`config.mk`:
```
export PLATFORM = sky130hd
export DESIGN_NAME = llc_req_arbiter
export DESIGN_NICKNAME = d
export VERILOG_FILES = /design/src/rtl/llc_req_arbiter_pkg.sv /design/src/rtl/llc_arb_pick.sv /design/src/rtl/llc_req_arbiter.sv
export SDC_FILE = /design/constraint.sdc
export NUM_CORES = 1
export LEC_CHECK = 0
export ABC_CLOCK_PERIOD_IN_PS = 1580
export BUFFER_PORTS_ARGS = -buffer_cell sky130_fd_sc_hd__buf_2
export CAP_MARGIN = 0
export CELL_PAD_IN_SITES_DETAIL_PLACEMENT = 0
export CELL_PAD_IN_SITES_GLOBAL_PLACEMENT = 1
export CORE_AREA = 2 2 93 95
export CTS_BUF_LIST = sky130_fd_sc_hd__clkbuf_16
export DETAILED_ROUTE_END_ITERATION = 12
export DIE_AREA = 0 0 95 97
export PLACE_DENSITY_LB_ADDON = 0.1
export SLEW_MARGIN = 20
export SYNTH_ARGS = -nofsm -noshare
export SYNTH_HDL_FRONTEND = slang
export SYNTH_SLANG_ARGS = --single-unit
```
`constraint.sdc`:
```
create_clock -name clk -period 1.58 [get_ports clk]
set_clock_uncertainty 0.05 [all_clocks]
set_input_delay 0.079 -clock clk [delete_from_list [all_inputs] [get_ports clk]]
set_output_delay 0.079 -clock clk [all_outputs]
set_load 0.03 [all_outputs]
```
`src/rtl/llc_req_arbiter_pkg.sv`:
```
// Shared types and helpers for the LLC request arbiter.
// Command codes, FSM encoding and per-port legality checks.
package llc_req_arbiter_pkg;

    localparam int CMDSIZE   = 4;
    localparam int ADDR_BITS = 32;

    typedef logic [CMDSIZE-1:0] cmd_bits_t;

    typedef enum logic [CMDSIZE-1:0] {
        RD_L1D   = 4'd0,
        WR_L1D   = 4'd1,
        RD_L1I   = 4'd2,
        SNP_INV  = 4'd3,
        SNP_RD   = 4'd4,
        SNP_WR   = 4'd5,
        SNP_RWIM = 4'd6,
        CLR      = 4'd8,
        PRINT    = 4'd9
    } cmd_t;

    typedef logic [1:0] arb_state_t;

    localparam arb_state_t ST_IDLE  = 2'd0;
    localparam arb_state_t ST_ISSUE = 2'd1;
    localparam arb_state_t ST_WAIT  = 2'd2;
    localparam arb_state_t ST_LOCAL = 2'd3;

    function automatic logic is_l1_cmd(cmd_bits_t c);
        case (c)
            RD_L1D, WR_L1D, RD_L1I, CLR, PRINT: is_l1_cmd = 1'b1;
            default:                            is_l1_cmd = 1'b0;
        endcase
    endfunction

    function automatic logic is_snp_cmd(cmd_bits_t c);
        case (c)
            SNP_INV, SNP_RD, SNP_WR, SNP_RWIM: is_snp_cmd = 1'b1;
            default:                           is_snp_cmd = 1'b0;
        endcase
    endfunction

endpackage

```
`src/rtl/llc_arb_pick.sv`:
```
// Combinational winner selection between snoop and L1 requests,
// plus the next value of the snoop streak counter.
module llc_arb_pick #(
    parameter int MAX_SNOOP_STREAK = 4,
    parameter int SW               = 3
) (
    input  logic          en,
    input  logic          l1_valid,
    input  logic          snp_valid,
    input  logic [SW-1:0] streak,
    output logic          grant_l1,
    output logic          grant_snp,
    output logic [SW-1:0] streak_nxt
);

    localparam logic [SW-1:0] STREAK_MAX = SW'(MAX_SNOOP_STREAK);

    logic l1_starved;

    // Snoops win unless L1 has already waited out a full streak.
    assign l1_starved = l1_valid && (streak == STREAK_MAX);
    assign grant_snp  = en && snp_valid && !l1_starved;
    assign grant_l1   = en && l1_valid && !grant_snp;

    always_comb begin
        streak_nxt = streak;
        unique case (1'b1)
            grant_snp && l1_valid:
                streak_nxt = (streak == STREAK_MAX) ? streak : streak + SW'(1);
            grant_snp && !l1_valid:
                streak_nxt = '0;
            grant_l1:
                streak_nxt = '0;
            default: ;
        endcase
    end

endmodule

```
`src/rtl/llc_req_arbiter.sv`:
```
// Serializes L1 and snoop requests into a single LLC command stream.
// Define LLC_ARB_STATS_EN to add saturating grant/error counters.
module llc_req_arbiter #(
    parameter int CMDSIZE          = llc_req_arbiter_pkg::CMDSIZE,
    parameter int ADDR_BITS        = llc_req_arbiter_pkg::ADDR_BITS,
    parameter int MAX_SNOOP_STREAK = 4
) (
    input  logic                 clk,
    input  logic                 rst,
    input  logic                 l1_valid,
    input  logic [CMDSIZE-1:0]   l1_cmd,
    input  logic [ADDR_BITS-1:0] l1_addr,
    output logic                 l1_ready,
    output logic                 l1_done,
    input  logic                 snp_valid,
    input  logic [CMDSIZE-1:0]   snp_cmd,
    input  logic [ADDR_BITS-1:0] snp_addr,
    output logic                 snp_ready,
    output logic                 snp_done,
    output logic                 llc_valid,
    output logic [CMDSIZE-1:0]   llc_cmd,
    output logic [ADDR_BITS-1:0] llc_addr,
    output logic                 llc_src,
    input  logic                 llc_ready,
    input  logic                 llc_done,
    output logic                 busy,
    output logic                 cmd_err
`ifdef LLC_ARB_STATS_EN
    ,
    output logic [31:0]          stat_l1_grants,
    output logic [31:0]          stat_snp_grants,
    output logic [31:0]          stat_errs
`endif
);

    import llc_req_arbiter_pkg::*;

    localparam int SW = $clog2(MAX_SNOOP_STREAK + 1);

    arb_state_t           state;
    logic [SW-1:0]        streak;
    logic [SW-1:0]        streak_nxt;
    logic                 idle;
    logic                 grant_l1;
    logic                 grant_snp;
    logic                 legal;
    logic                 local_op;
    logic [CMDSIZE-1:0]   cmd_q;
    logic [ADDR_BITS-1:0] addr_q;
    logic                 src_q;
    logic                 l1_done_q;
    logic                 snp_done_q;
    logic                 err_q;

    // No accept while reset is asserted, so ready must not pulse then.
    assign idle = (state == ST_IDLE) && !rst;

    llc_arb_pick #(
        .MAX_SNOOP_STREAK (MAX_SNOOP_STREAK),
        .SW               (SW)
    ) u_pick (
        .en         (idle),
        .l1_valid   (l1_valid),
        .snp_valid  (snp_valid),
        .streak     (streak),
        .grant_l1   (grant_l1),
        .grant_snp  (grant_snp),
        .streak_nxt (streak_nxt)
    );

    // Snooped writes need no LLC action; they share the local path.
    always_comb begin
        legal    = 1'b1;
        local_op = 1'b0;
        unique case (1'b1)
            grant_snp: begin
                legal    = is_snp_cmd(cmd_bits_t'(snp_cmd));
                local_op = !legal || (cmd_bits_t'(snp_cmd) == SNP_WR);
            end
            grant_l1: begin
                legal    = is_l1_cmd(cmd_bits_t'(l1_cmd));
                local_op = !legal;
            end
            default: ;
        endcase
    end

    always_ff @(posedge clk) begin
        if (rst) begin
            state      <= ST_IDLE;
            streak     <= '0;
            cmd_q      <= '0;
            addr_q     <= '0;
            src_q      <= 1'b0;
            l1_done_q  <= 1'b0;
            snp_done_q <= 1'b0;
            err_q      <= 1'b0;
        end else begin
            l1_done_q  <= 1'b0;
            snp_done_q <= 1'b0;
            err_q      <= 1'b0;
            case (state)
                ST_IDLE: begin
                    if (grant_l1 || grant_snp) begin
                        streak <= streak_nxt;
                        cmd_q  <= grant_snp ? snp_cmd : l1_cmd;
                        addr_q <= grant_snp ? snp_addr : l1_addr;
                        src_q  <= grant_snp;
                        if (local_op) begin
                            state      <= ST_LOCAL;
                            l1_done_q  <= grant_l1;
                            snp_done_q <= grant_snp;
                            err_q      <= !legal;
                        end else begin
                            state <= ST_ISSUE;
                        end
                    end
                end
                ST_ISSUE: begin
                    if (llc_ready) state <= ST_WAIT;
                end
                ST_WAIT: begin
                    if (llc_done) begin
                        state      <= ST_IDLE;
                        l1_done_q  <= !src_q;
                        snp_done_q <= src_q;
                    end
                end
                default: state <= ST_IDLE;
            endcase
        end
    end

    assign l1_ready  = grant_l1;
    assign snp_ready = grant_snp;
    assign l1_done   = l1_done_q;
    assign snp_done  = snp_done_q;
    assign cmd_err   = err_q;
    assign llc_valid = (state == ST_ISSUE);
    assign llc_cmd   = cmd_q;
    assign llc_addr  = addr_q;
    assign llc_src   = src_q;
    assign busy      = (state != ST_IDLE);

`ifdef LLC_ARB_STATS_EN
    always_ff @(posedge clk) begin
        if (rst) begin
            stat_l1_grants  <= '0;
            stat_snp_grants <= '0;
            stat_errs       <= '0;
        end else begin
            if (grant_l1 && (stat_l1_grants != '1))
                stat_l1_grants <= stat_l1_grants + 32'd1;
            if (grant_snp && (stat_snp_grants != '1))
                stat_snp_grants <= stat_snp_grants + 32'd1;
            if (err_q && (stat_errs != '1))
                stat_errs <= stat_errs + 32'd1;
        end
    end
`endif

endmodule

```
==> results_dict.tcl <==
set metrics [dict create \
    worst_path_max_delay_cell "dfxtp_2" \
    first_pass_iters 5 \
    wl_mm 7.18 \
    p_leak_nw 1.47 \
    finalHoldViolations 0 \
    grt_max_degree 39 \
    portBuffers 121 \
    numCtsBuffers 5 \
    post_drt_wl_per_cell_um 14.9 \
    max-cap-violations 0 \
    synth-main-ff-cell "dfxtp_1" \
    syn-num-nets 327 \
    p_per_area_mw_per_mm2 1090 \
    setup_violations 0 \
    worst_pin_slew_ps 539 \
    synthesis.instances 247 \
    fin_nets 456 \
    std_cell_rows 33 \
    fin_crit_sh_pct 94.5 \
    dr.first_iter.drc_count 76 \
    path_cells "inv_1, ha_4, nand3_4, and2_4, nor2_4, buf_6" \
    grt-ovfl-total 0 \
    dpl.cell_count 467 \
    die_h_um 97 \
    synth.top_cells.by_area "dfxtp_1 40%, a211oi_2 11%, o22ai_1 7.6%" \
    syn_area_mm2 0.00223 \
    antenna_found_initial 0 \
    htreeDepth 2 \
    synthTopCellsByCount "45 x dfxtp_1, 27 x o22ai_1, 24 x nand2_1, 20 x nor2_1" \
    ant_nets 0 \
    place_congestion 0.787 \
    clk_pin_slew_ps 60 \
    clock_latency_ps 280 \
    yosysSeqAreaShare_pct 40.4 \
    arrival_ps 1360 \
    synth-edff-count 0 \
    end_kind "primary output" \
    cts-root-buf "clkbuf_16" \
    drive_gt1_share_pct 54.4 \
    syn_area_per_cell_um2 9.02 \
    hold_path.class "in2reg" \
    core_mm2 0.00813 \
    synth.largest_area_cell "dfxtp_1" \
    fin_total_pwr_mw 3.66 \
    grt-busiest-layer "met2" \
    dp_hpwl_mm 4.99 \
    rsz0062_at_grt "false" \
    synth.most_common_cell "dfxtp_1" \
    clockBufferDepth 2 \
    tns_ps 0 \
    stdcell_count 482 \
    global_route.usage.met2_pct 25.0 \
    io_pins 122 \
    syn_to_final_growth_pct 50.5 \
    slew_violations 0 \
    fin_crit_ps 1490 \
    die_area_mm2 0.00922 \
    crit_path_start_kind "flip-flop" \
    initial_core_util_pct 27.4 \
    met3_usage_pct 3.19 \
    ys_ff_latch 45 \
    timing_worst_setup_path_type "reg2out" \
    fp.dieW_um 95 \
    grt_pass1_vias 2203 \
    yosys.area.top_type_share_pct 40.4 \
    crit_path_max_fanout 3 \
    synth_async_sr_flop_share_pct 0 \
    dr_total_vias 2316 \
    crit_family "simple AND/OR/NAND/NOR gates" \
    final_cell_area_mm2 0.00335 \
    cpPeakStageDelay_ps 320 \
    cts_tree "built" \
    n_fill_cell 857 \
    maxSlewHeadroom_pct 64.1 \
    diodes 0 \
    drcViolationCount 0 \
    irDropWorstVdd_mv 0.400 \
    viasPerCell 4.80 \
    synth_warnings 0 \
    grt_first_pass_wirelength_mm 11.2 \
    placed_area_mm2 0.00301 \
    fmax_mhz 670 \
    cp.required_ps 1450 \
    grt_util_met1_pct 19.8 \
    status "complete, no violations" \
    synth_cell_types 39 \
    crit_buf_inv 2 \
    clock-sinks 45 \
    grt_use_total_pct 15.2 \
]
[layout by cell type (no fill, tap or decap), types with 3 or more instances in the layout]
cell type,instances
a211oi_1,5
a211oi_2,20
a21oi_1,7
a311oi_1,9
and2_1,3
buf_12,6
buf_2,119
buf_4,13
clkbuf_16,7
dfxtp_1,43
inv_1,3
nand2_1,22
nand3_1,3
nand3b_1,3
nor2_1,19
nor2_2,19
nor2b_1,5
o21ai_0,9
o22ai_1,27
[report_power, final]
part | internal (mW) | switching (mW) | leakage, nW | total (mW)
clock network | 0.735 | 0.429 | 0.0826 | 1.16
registers | 1.27 | 0.0772 | 0.372 | 1.34
logic | 0.465 | 0.693 | 1.01 | 1.16
total | 2.47 | 1.20 | 1.47 | 3.66
[per-stage QoR]
stage                     util [%]  worst slack, ps  hold slack (ps)
after global placement        37.1             13.3              240
after CTS                     39.7             9.68             4.66
after detailed placement      37.1             3.29              245
after global routing          41.2             10.5             14.3
after floorplan                  -             18.2              120
final                         41.2             86.9             9.20
[sequential cells by signal (all words and copies together) (netlist names)]
signal and flops:
l1_done 1, snp_done 1, llc_src 1, llc_addr 32
cmd_err 1, streak 3, state 2, llc_cmd 4
[cell type report]
class,instances,area (µm²),share of cell area (%)
clock inverters,3,37.5,1.12
multi-input cells,178,1250,37.3
clock buffers,5,125,3.73
inverters,3,11.3,0.336
repair buffers,143,896,26.7
flip-flops and latches,45,903,26.9
well taps,105,131,3.92
[routing by layer]
| metal | wire length (µm) | up-vias | share of wire, % |
|---|---|---|---|
| met5 | 0 | - | 0 |
| met4 | 72 | 0 | 1.0 |
| met3 | 527 | 4 | 7.3 |
| met2 | 3400 | 70 | 47 |
| met1 | 3180 | 1083 | 44 |
| li1 | - | 1159 | - |
[tightest hold or removal path, cell delays in order]
cell and delay, ps:
buf_2 100, nand2_1 40, a311oi_1 70
[timing repair]
item | 4_1_cts | 5_1_grt
hold buffers | 1 | 0
setup endpoints to repair | 11 | 28
hold endpoints to repair | 1 | 0
cloned | 0 | 2
setup buffers | 1 | 3
resized for setup | 12 | 11
pin swaps | 1 | 4
[kinds of logic after synthesis]
family          after synthesis  share of synthesized area [%]
fa+ha+maj                     2                           1.12
flops                        45                           40.4
buf+inv                      24                           6.29
compound gates               84                           30.1
xor+xnor                      1                          0.393
simple gates                 91                           21.7
[final timing paths]
| kind | start | end | slack [ps] | cells after the start |
|---|---|---|---|---|
| max | streak[0] | l1_ready | 90 | 6 |
| max reg2reg | streak[1] | llc_addr[30] | 90 | 7 |
| min | l1_addr[5] | llc_addr[5] | 9 | 3 |
| min reg2reg | llc_addr[8] | llc_addr[8] | 440 | 2 |
Power figures use the tool's default switching activity.
